<file path="src/rtl/muldiv_unit.sv">
// rtl/muldiv_unit.sv - iterative 32-bit MIPS mult/multu/div/divu unit holding results in HI/LO
// Optional macro MULDIV_EARLY_OUT_EN: multiply leaves CALC once the remaining multiplier bits are zero.
module muldiv_unit (
    input  logic        clock,
    input  logic        reset_n,
    input  logic        start,
    input  logic [1:0]  op,
    input  logic [31:0] op1,
    input  logic [31:0] op2,
    output logic        busy,
    output logic        done,
    output logic        div_by_zero,
    output logic [31:0] hi,
    output logic [31:0] lo
);
    localparam logic [1:0] S_IDLE = 2'd0;
    localparam logic [1:0] S_CALC = 2'd1;
    localparam logic [1:0] S_FIX  = 2'd2;

    logic [1:0]  state;
    logic        is_div;
    logic        neg_main;
    logic        neg_rem;
    logic        zero_div;
    logic [4:0]  count;
    // Multiply: mcand is the shifted multiplicand, mplier the multiplier.
    // Divide: mcand[31:0] is the divisor, mplier the dividend/quotient, acc[32:0] the remainder.
    logic [63:0] mcand;
    logic [31:0] mplier;
    logic [63:0] acc;

    logic        op_signed;
    logic [31:0] abs1;
    logic [31:0] abs2;
    logic [32:0] shifted;
    logic [33:0] diff;
    logic        fits;
    logic        calc_last;
    logic [63:0] prod_fix;
    logic [31:0] quo_fix;
    logic [31:0] rem_fix;

    assign op_signed = ~op[0];
    assign abs1      = (op_signed && op1[31]) ? (~op1 + 32'd1) : op1;
    assign abs2      = (op_signed && op2[31]) ? (~op2 + 32'd1) : op2;

    assign shifted   = {acc[31:0], mplier[31]};
    assign diff      = {1'b0, shifted} - {2'b00, mcand[31:0]};
    assign fits      = ~diff[33];

`ifdef MULDIV_EARLY_OUT_EN
    assign calc_last = (count == 5'd31) || (!is_div && (mplier[31:1] == 31'd0));
`else
    assign calc_last = (count == 5'd31);
`endif

    assign prod_fix  = neg_main ? (~acc + 64'd1) : acc;
    assign quo_fix   = neg_main ? (~mplier + 32'd1) : mplier;
    assign rem_fix   = neg_rem ? (~acc[31:0] + 32'd1) : acc[31:0];

    always_ff @(posedge clock or negedge reset_n) begin
        if (!reset_n) begin
            state       <= S_IDLE;
            busy        <= 1'b0;
            done        <= 1'b0;
            div_by_zero <= 1'b0;
            hi          <= 32'd0;
            lo          <= 32'd0;
            count       <= 5'd0;
            is_div      <= 1'b0;
            neg_main    <= 1'b0;
            neg_rem     <= 1'b0;
            zero_div    <= 1'b0;
            mcand       <= 64'd0;
            mplier      <= 32'd0;
            acc         <= 64'd0;
        end else begin
            done <= 1'b0;
            case (state)
                S_IDLE: begin
                    if (start) begin
                        is_div      <= op[1];
                        neg_main    <= op_signed & (op1[31] ^ op2[31]);
                        neg_rem     <= op_signed & op1[31];
                        count       <= 5'd0;
                        div_by_zero <= 1'b0;
                        busy        <= 1'b1;
                        acc         <= 64'd0;
                        if (op[1] && (op2 == 32'd0)) begin
                            // raw dividend is parked in mplier so FIX can return it in HI
                            zero_div <= 1'b1;
                            mplier   <= op1;
                            mcand    <= 64'd0;
                            state    <= S_FIX;
                        end else begin
                            zero_div <= 1'b0;
                            if (op[1]) begin
                                mcand  <= {32'd0, abs2};
                                mplier <= abs1;
                            end else begin
                                mcand  <= {32'd0, abs1};
                                mplier <= abs2;
                            end
                            state <= S_CALC;
                        end
                    end
                end
                S_CALC: begin
                    count <= count + 5'd1;
                    if (is_div) begin
                        acc    <= {31'd0, fits ? diff[32:0] : shifted};
                        mplier <= {mplier[30:0], fits};
                    end else begin
                        if (mplier[0]) begin
                            acc <= acc + mcand;
                        end
                        mcand  <= {mcand[62:0], 1'b0};
                        mplier <= {1'b0, mplier[31:1]};
                    end
                    if (calc_last) begin
                        state <= S_FIX;
                    end
                end
                S_FIX: begin
                    if (zero_div) begin
                        hi          <= mplier;
                        lo          <= 32'hFFFF_FFFF;
                        div_by_zero <= 1'b1;
                    end else if (is_div) begin
                        hi <= rem_fix;
                        lo <= quo_fix;
                    end else begin
                        hi <= prod_fix[63:32];
                        lo <= prod_fix[31:0];
                    end
                    done  <= 1'b1;
                    busy  <= 1'b0;
                    state <= S_IDLE;
                end
                default: begin
                    state <= S_IDLE;
                    busy  <= 1'b0;
                end
            endcase
        end
    end
endmodule
</file>
<file path="config.mk">
export PLATFORM = sky130hd
export DESIGN_NAME = muldiv_unit
export DESIGN_NICKNAME = d
export VERILOG_FILES = /design/src/rtl/muldiv_unit.sv
export SDC_FILE = /design/constraint.sdc
export NUM_CORES = 1
export LEC_CHECK = 0
export BUFFER_PORTS_ARGS = -buffer_cell sky130_fd_sc_hd__clkbuf_2
export CORE_MARGIN = 2
export CORE_UTILIZATION = 40
export CTS_CLUSTER_DIAMETER = 120
export DETAILED_ROUTE_END_ITERATION = 10
export PLACE_DENSITY = 0.63
export SLEW_MARGIN = 30
export SYNTH_ARGS = -nofsm -noshare
export SYNTH_HDL_FRONTEND = slang
export SYNTH_SLANG_ARGS = --single-unit
export TNS_END_PERCENT = 50
</file>
<file path="constraint.sdc">
create_clock -name clock -period 4.1 [get_ports clock]
set_input_delay 0.82 -clock clock [delete_from_list [all_inputs] [get_ports clock]]
set_output_delay 0.82 -clock clock [all_outputs]
set_load 0.03 [all_outputs]
</file>
# Yosys cells after proc, flatten, opt, wreduce, memory -nomap -nowiden
# Cells that the tools add are included.
dict set report word_totals {
  reg_bits 238
  latchBits 0
  ram_bits 0
  romBits 0
  inputBits 69
  output_inout_bits 67
  wordCells 92
  memories 0
}
dict set report classes {
  n_addsub 8
  mul 0
  n_div 0
  n_lt_le_gt_ge 0
  n_eq_ne 8
  shift 0
  n_mux 37
  bitwise_logic 11
  reduce_logical 14
}
# cell count
set op_table {}
lappend op_table {{2-to-1 mux 32 bit} 14}
lappend op_table {{2-to-1 mux 64 bit} 6}
lappend op_table {{one-hot mux 64 bit (2 select lines)} 2}
lappend op_table {{adder 32 x 1 -> 32 bit (second input constant)} 4}
lappend op_table {{NOT 32 bit} 4}
lappend op_table {{adder 64 x 1 -> 64 bit (second input constant)} 1}
lappend op_table {{adder 64 bit} 1}
lappend op_table {{NOT 64 bit} 1}
lappend op_table {{one-hot mux 32 bit (2 select lines)} 1}
lappend op_table {{subtractor 33 x 32 -> 34 bit} 1}
lappend op_table {{2-to-1 mux 33 bit} 1}
lappend op_table {{zero test 32 bit} 1}
lappend op_table {{one-hot mux 5 bit (2 select lines)} 1}
lappend op_table {{AND reduction 3 bit} 3}
lappend op_table {{inequality test 2 bit (second input constant)} 4}
lappend op_table {{AND reduction 2 bit} 4}
lappend op_table {{2-to-1 mux 2 bit} 3}
lappend op_table {{adder 5 x 1 -> 5 bit (second input constant)} 1}
lappend op_table {{== test 5 bit (second input constant)} 1}
lappend op_table {{2-to-1 mux 1 bit} 5}
lappend op_table {{2-to-1 mux 5 bit} 1}
lappend op_table {{one-hot mux 1 bit (2 select lines)} 2}
lappend op_table {{one-hot mux 2 bit (2 select lines)} 1}
lappend op_table {{nonzero test 2 bit} 2}
lappend op_table {{8 further kinds} 13}

# Longest topological paths before layout
dict set report depth {
  word_depth 7
  depth_mapped 14
  depth_no_buf 13
}

# Least setup slack after synthesis
# OpenSTA, ideal clock, no wires.
dict set report synth_timing {
  path_kind {input port to flip-flop}
  start {input op2[23]}
  end {register mplier[20]}
  t_arrival_ns 3.232
  path_slack_ns 0.725
  stages 11
  path_buffers 1
  cell_sequence {or4_1 > nor4_2 > or4b_1 > or3_1 > buf_2 > nand2_1 > mux2i_1 > a221oi_1 > nor2_1 > a21oi_1 > o221ai_1}
}
dict set report synth_via {
  elab_chain_len 5
}
# element line_no
set synth_rtl {}
lappend synth_rtl {{from (decl)} 9} ;# input logic [31:0] op2,
lappend synth_rtl {{zero test 32 bit} 89} ;# if (op[1] && (op2 == 32'd0)) begin
lappend synth_rtl {{logical AND 1 bit} 89}
lappend synth_rtl {{2-to-1 mux 32 bit} 89}
lappend synth_rtl {{2-to-1 mux 32 bit} 81} ;# if (start) begin
lappend synth_rtl {{one-hot mux 32 bit (2 select lines)} 79} ;# case (state)
lappend synth_rtl {{to (signal assigned)} 92} ;# mplier <= op1;
lappend synth_rtl {{to (signal assigned)} 99} ;# mplier <= abs1;
lappend synth_rtl {{to (signal assigned)} 102} ;# mplier <= abs2;
lappend synth_rtl {{to (decl)} 29} ;# logic [31:0] mplier;
# No other way between the ends. The select of a mux whose other input is x is not followed.
# A chain may end at the register's enable or synchronous reset.

# Worst setup path in the final report
dict set report layout_timing {
  start {register acc[0]}
  end {register acc[1]}
}
dict set report layout_via {
  elab_chain_len 4
  word_cells_on_any_way 6
  classes_between {add/sub (2); mux (4)}
}
# element line_no
set layout_rtl {}
lappend layout_rtl {{from (decl)} 30} ;# logic [63:0] acc;
lappend layout_rtl {{from (signal assigned)} 111} ;# acc <= {31'd0, fits ? diff[32:0] : shifted};
lappend layout_rtl {{from (signal assigned)} 115} ;# acc <= acc + mcand;
lappend layout_rtl {{adder 64 bit / subtractor 33 x 32 -> 34 bit (equally long branches)} {115, 48}}
lappend layout_rtl {{2-to-1 mux 64 bit / 2-to-1 mux 33 bit (equally long branches)} {114, 111}}
lappend layout_rtl {{2-to-1 mux 64 bit *} 110} ;# if (is_div) begin
lappend layout_rtl {{one-hot mux 64 bit (2 select lines) *} 79}
# Every way passes the cells marked *; elsewhere a longest branch is shown, timed or not. The select of a mux whose other input is x is not followed.

==> flow_summary.yaml <==
run_status:
  outcome: "finished clean"
yosys:
  number_of_warnings_reported_in_the_yosys_synthesis_log: 0
  synthCells: 2712
  post_synth_and_or_nand_nor_area_fraction_pct: 18.71
  synth-edff-count: 0
  synth_cell_type_count: 87
  dominant_combinational_cell_family_by_area_after_synthesis: "compound AO/OA/AOI/OAI gates"
  synth_largest_area_cell: "sky130_fd_sc_hd__dfrtp_1"
  asyncSetResetFlopFracSynth_pct: 100.0
  synthFlopType: "sky130_fd_sc_hd__dfrtp_1"
  ys_ff_latch: 238
  synthMuxAreaShare_pct: 3.482
  ys_seq_area_share_pct: 28.04
  synthXorXnorAreaFrac_pct: 10.27
  synthDominantCellAreaShare_pct: 28.04
  synth_fa_ha_area_share_pct: 6.139
  synth-compound-area-share_pct: 28.17
  synth.area.top_cells: "sky130_fd_sc_hd__dfrtp_1 (28%), sky130_fd_sc_hd__a21oi_1 (6.6%), sky130_fd_sc_hd__ha_1 (6.0%), sky130_fd_sc_hd__xnor2_1 (5.7%), sky130_fd_sc_hd__nand2_1 (5.2%)"
  synth_area_per_cell_um2: 7.831
  mappedNetlistNets: 2884
  post_synth_instance_area_um2: 21240
cts:
  cts.path.max_buffers: 3
  cts_root_buffer_type: "sky130_fd_sc_hd__clkbuf_16"
  worst_path_clk_slew_ns: 0.06
  hold_buffers: 0
  cts-buffers-inserted: 30
  worstSkewPairLatency_ns: 0.59
  post-cts-setup-buffers: 0
  numClockSinks: 238
  cts-htree-levels: 1
  post_cts_resize_count: 0
  cts_tree: "yes"
die:
  rows: 84
  ioPinCount: 136
  die_area_um2: 54950
  die_x_um: 234.4
  die_height_um: 234.4
  starting_density_of_the_core_pct: 40.41
  core_um2: 52550
cells_and_area:
  fin_cells: 3501
  multiInputGateArea_um2: 14240
  final_common_cell: "sky130_fd_sc_hd__nand2_1"
  post_route_cells_drive_above_1_share_pct: 12.51
  flow.area_growth_from_synthesis_pct: 13.02
  num-fill-cells: 5279
  final_net_count: 2962
  fin_util_pct: 45.68
  antenna_cells: 0
  leading_cell_types_in_the_layout_fill_and_taps_excluded: "sky130_fd_sc_hd__nand2_1 (295), sky130_fd_sc_hd__a21oi_1 (278), sky130_fd_sc_hd__dfrtp_1 (235), sky130_fd_sc_hd__o21ai_0 (215), sky130_fd_sc_hd__nor2_1 (181)"
  register_area_um2: 5962
timing:
  max_freq_mhz: 258.3
  transition_at_the_pin_with_the_smallest_max_transition_slack_ns: 1.062
  setup_total_negative_slack_ns: 0
  layout_worst_path_cycle_share_pct: 94.44
  finalHoldViolCount: 0
  finalMaxSlewViolations: 0
  finalSetupViolations: 0
  rsz0062_at_grt: "no"
  fin_worst_skew_ns: 0.01692
  slew_headroom_pct: 27.40
  period_minus_slack_ns: 3.872
detailed_routing:
  first_iter_violations: 2566
  postRouteAntennaNets: 0
  routed_wl_um: 82860
  drc: 0
  total_vias_in_the_final_route: 21830
  wl_per_cell_um: 23.67
  drt-pass1-iter-count: 5
  vias_per_cell: 6.236
placed_design:
  post-place-cells: 3445
  portBuffers: 135
  half_perimeter_wire_length_after_placement_um: 64210
  place_congestion: 1.003
worst_setup_path:
  r2r_setup_slack_ns: 0.23
  crit_path_max_fanout: 14
  worst-endpoint-arrival_ns: 4.37
  setup.worst_path.class: "reg -> reg"
  timing.critical_path.to_type: "flop"
  reg2reg_depth: 12
  required_ns: 4.60
  cp_launch_type: "flop"
grt:
  grt_start_max_net_pins: 88
  grt_overflow: 0
  antenna_found_initial: 1
  grt.total_usage_pct: 29.84
  number_of_global_route_vias_before_repair: 20690
  grt_pass1_wl_um: 127200
power:
  power.density_cell_area_nw_per_um2: 914.1
  totalPowerFinal_uw: 21940
  static_leakage_uw: 0.01067
  peakVddDrop_mv: 0.6421
flow_run:
  drv.max_cap_violation_count: 0
hold_path:
  worst_hold_path_type: "in -> async"
cells in the mapped netlist, types with 22 or more instances:
| cell type | n |
|---|---|
| sky130_fd_sc_hd__a21oi_1 | 279 |
| sky130_fd_sc_hd__nor2_1 | 184 |
| sky130_fd_sc_hd__xnor2_1 | 138 |
| sky130_fd_sc_hd__mux2i_1 | 66 |
| sky130_fd_sc_hd__ha_1 | 101 |
| sky130_fd_sc_hd__nor3_1 | 37 |
| sky130_fd_sc_hd__nor4_1 | 23 |
| sky130_fd_sc_hd__a211oi_1 | 55 |
| sky130_fd_sc_hd__inv_1 | 79 |
| sky130_fd_sc_hd__a221oi_1 | 22 |
| sky130_fd_sc_hd__o21ai_0 | 215 |
| sky130_fd_sc_hd__a22o_1 | 38 |
| sky130_fd_sc_hd__or4_1 | 23 |
| sky130_fd_sc_hd__clkbuf_1 | 169 |
| sky130_fd_sc_hd__xor2_1 | 111 |
| sky130_fd_sc_hd__nand4_1 | 26 |
| sky130_fd_sc_hd__or3_1 | 44 |
| sky130_fd_sc_hd__nand2_1 | 295 |
| sky130_fd_sc_hd__o21ai_1 | 24 |
| sky130_fd_sc_hd__dfrtp_1 | 238 |
| sky130_fd_sc_hd__a21o_1 | 53 |
| sky130_fd_sc_hd__o31ai_1 | 34 |
| sky130_fd_sc_hd__and3_1 | 28 |
| sky130_fd_sc_hd__a22oi_1 | 27 |
| sky130_fd_sc_hd__nand2b_1 | 33 |
| sky130_fd_sc_hd__o211ai_1 | 28 |
| sky130_fd_sc_hd__nand3_1 | 65 |
kinds of logic after synthesis:
family	Yosys count
and+or+nand+nor	825
AOI/OAI and AO/OA	943
muxes	72
buffers and inverters	282
xor gates and xnor gates	249
adders and majority gates	103
DFF	238
cell type report:
cell class	count	share of cell area (%)
tap	688	3.586
clock inverter	16	0.6516
clock buffer	39	3.524
sequential	238	24.84
inverter	83	1.298
multi-input combinational	2192	59.32
timing repair buffer	245	6.782
per-layer routing:
layer,vias up,wire [µm],track usage (%)
met5,-,0,0
met4,0,2608,9.080
met3,127,7350,5.257
met2,1025,35570,45.60
met1,10620,37330,42.80
li1,10060,-,-
flip-flops by register name, summed over array words and instances (netlist names):
| signal | flops |
|---|---|
| zero_div | 1 |
| lo | 32 |
| acc | 64 |
| done | 1 |
| is_div | 1 |
| mcand | 64 |
| count | 5 |
| neg_rem | 1 |
| state | 2 |
| busy | 1 |
| hi | 32 |
| mplier | 32 |
| div_by_zero | 1 |
| neg_main | 1 |
final timing paths:
| kind | startpoint | to |
|---|---|---|
| max | acc[0] | acc[1] |
| min | reset_n | mcand[56] |
| max reg2reg | acc[0] | acc[1] |
| min reg2reg | lo[29] | lo[29] |
| max in group asynchronous | reset_n | is_div |
| min in group clock | lo[29] | lo[29] |
where the power goes:
group / internal [µW] / total [µW] / switching (µW) / leakage [µW]
Clock: 1580 / 2740 / 1160 / 0.000489
Sequential: 3240 / 4490 / 1250 / 0.00307
Combinational: 5590 / 14700 / 9120 / 0.00711
critical path: stages, from the launching register on:
cell	delay [ns]
sky130_fd_sc_hd__dfrtp_1	0.46
sky130_fd_sc_hd__ha_1	0.31
sky130_fd_sc_hd__nor2b_1	0.18
sky130_fd_sc_hd__o31ai_1	0.13
sky130_fd_sc_hd__a21oi_1	0.34
sky130_fd_sc_hd__a211oi_1	0.22
sky130_fd_sc_hd__o31a_1	0.38
sky130_fd_sc_hd__o31a_1	0.33
sky130_fd_sc_hd__o21ai_1	0.48
sky130_fd_sc_hd__a21o_1	0.25
sky130_fd_sc_hd__buf_12	0.18
sky130_fd_sc_hd__mux2_2	0.35
sky130_fd_sc_hd__o221ai_1	0.14
metrics by stage:
step	hold WS, ns	setup WS (ns)	cell area, µm²
floorplan	0.4494	0.7254	21240
detailed placement	0.4639	0.1691	22970
finish	0.2144	0.2281	24000
global placement	0.4525	0.1460	22960
global route	0.2872	0.01459	24000
CTS	0.2510	0.08630	23970
(Power assumes the default switching activity.)
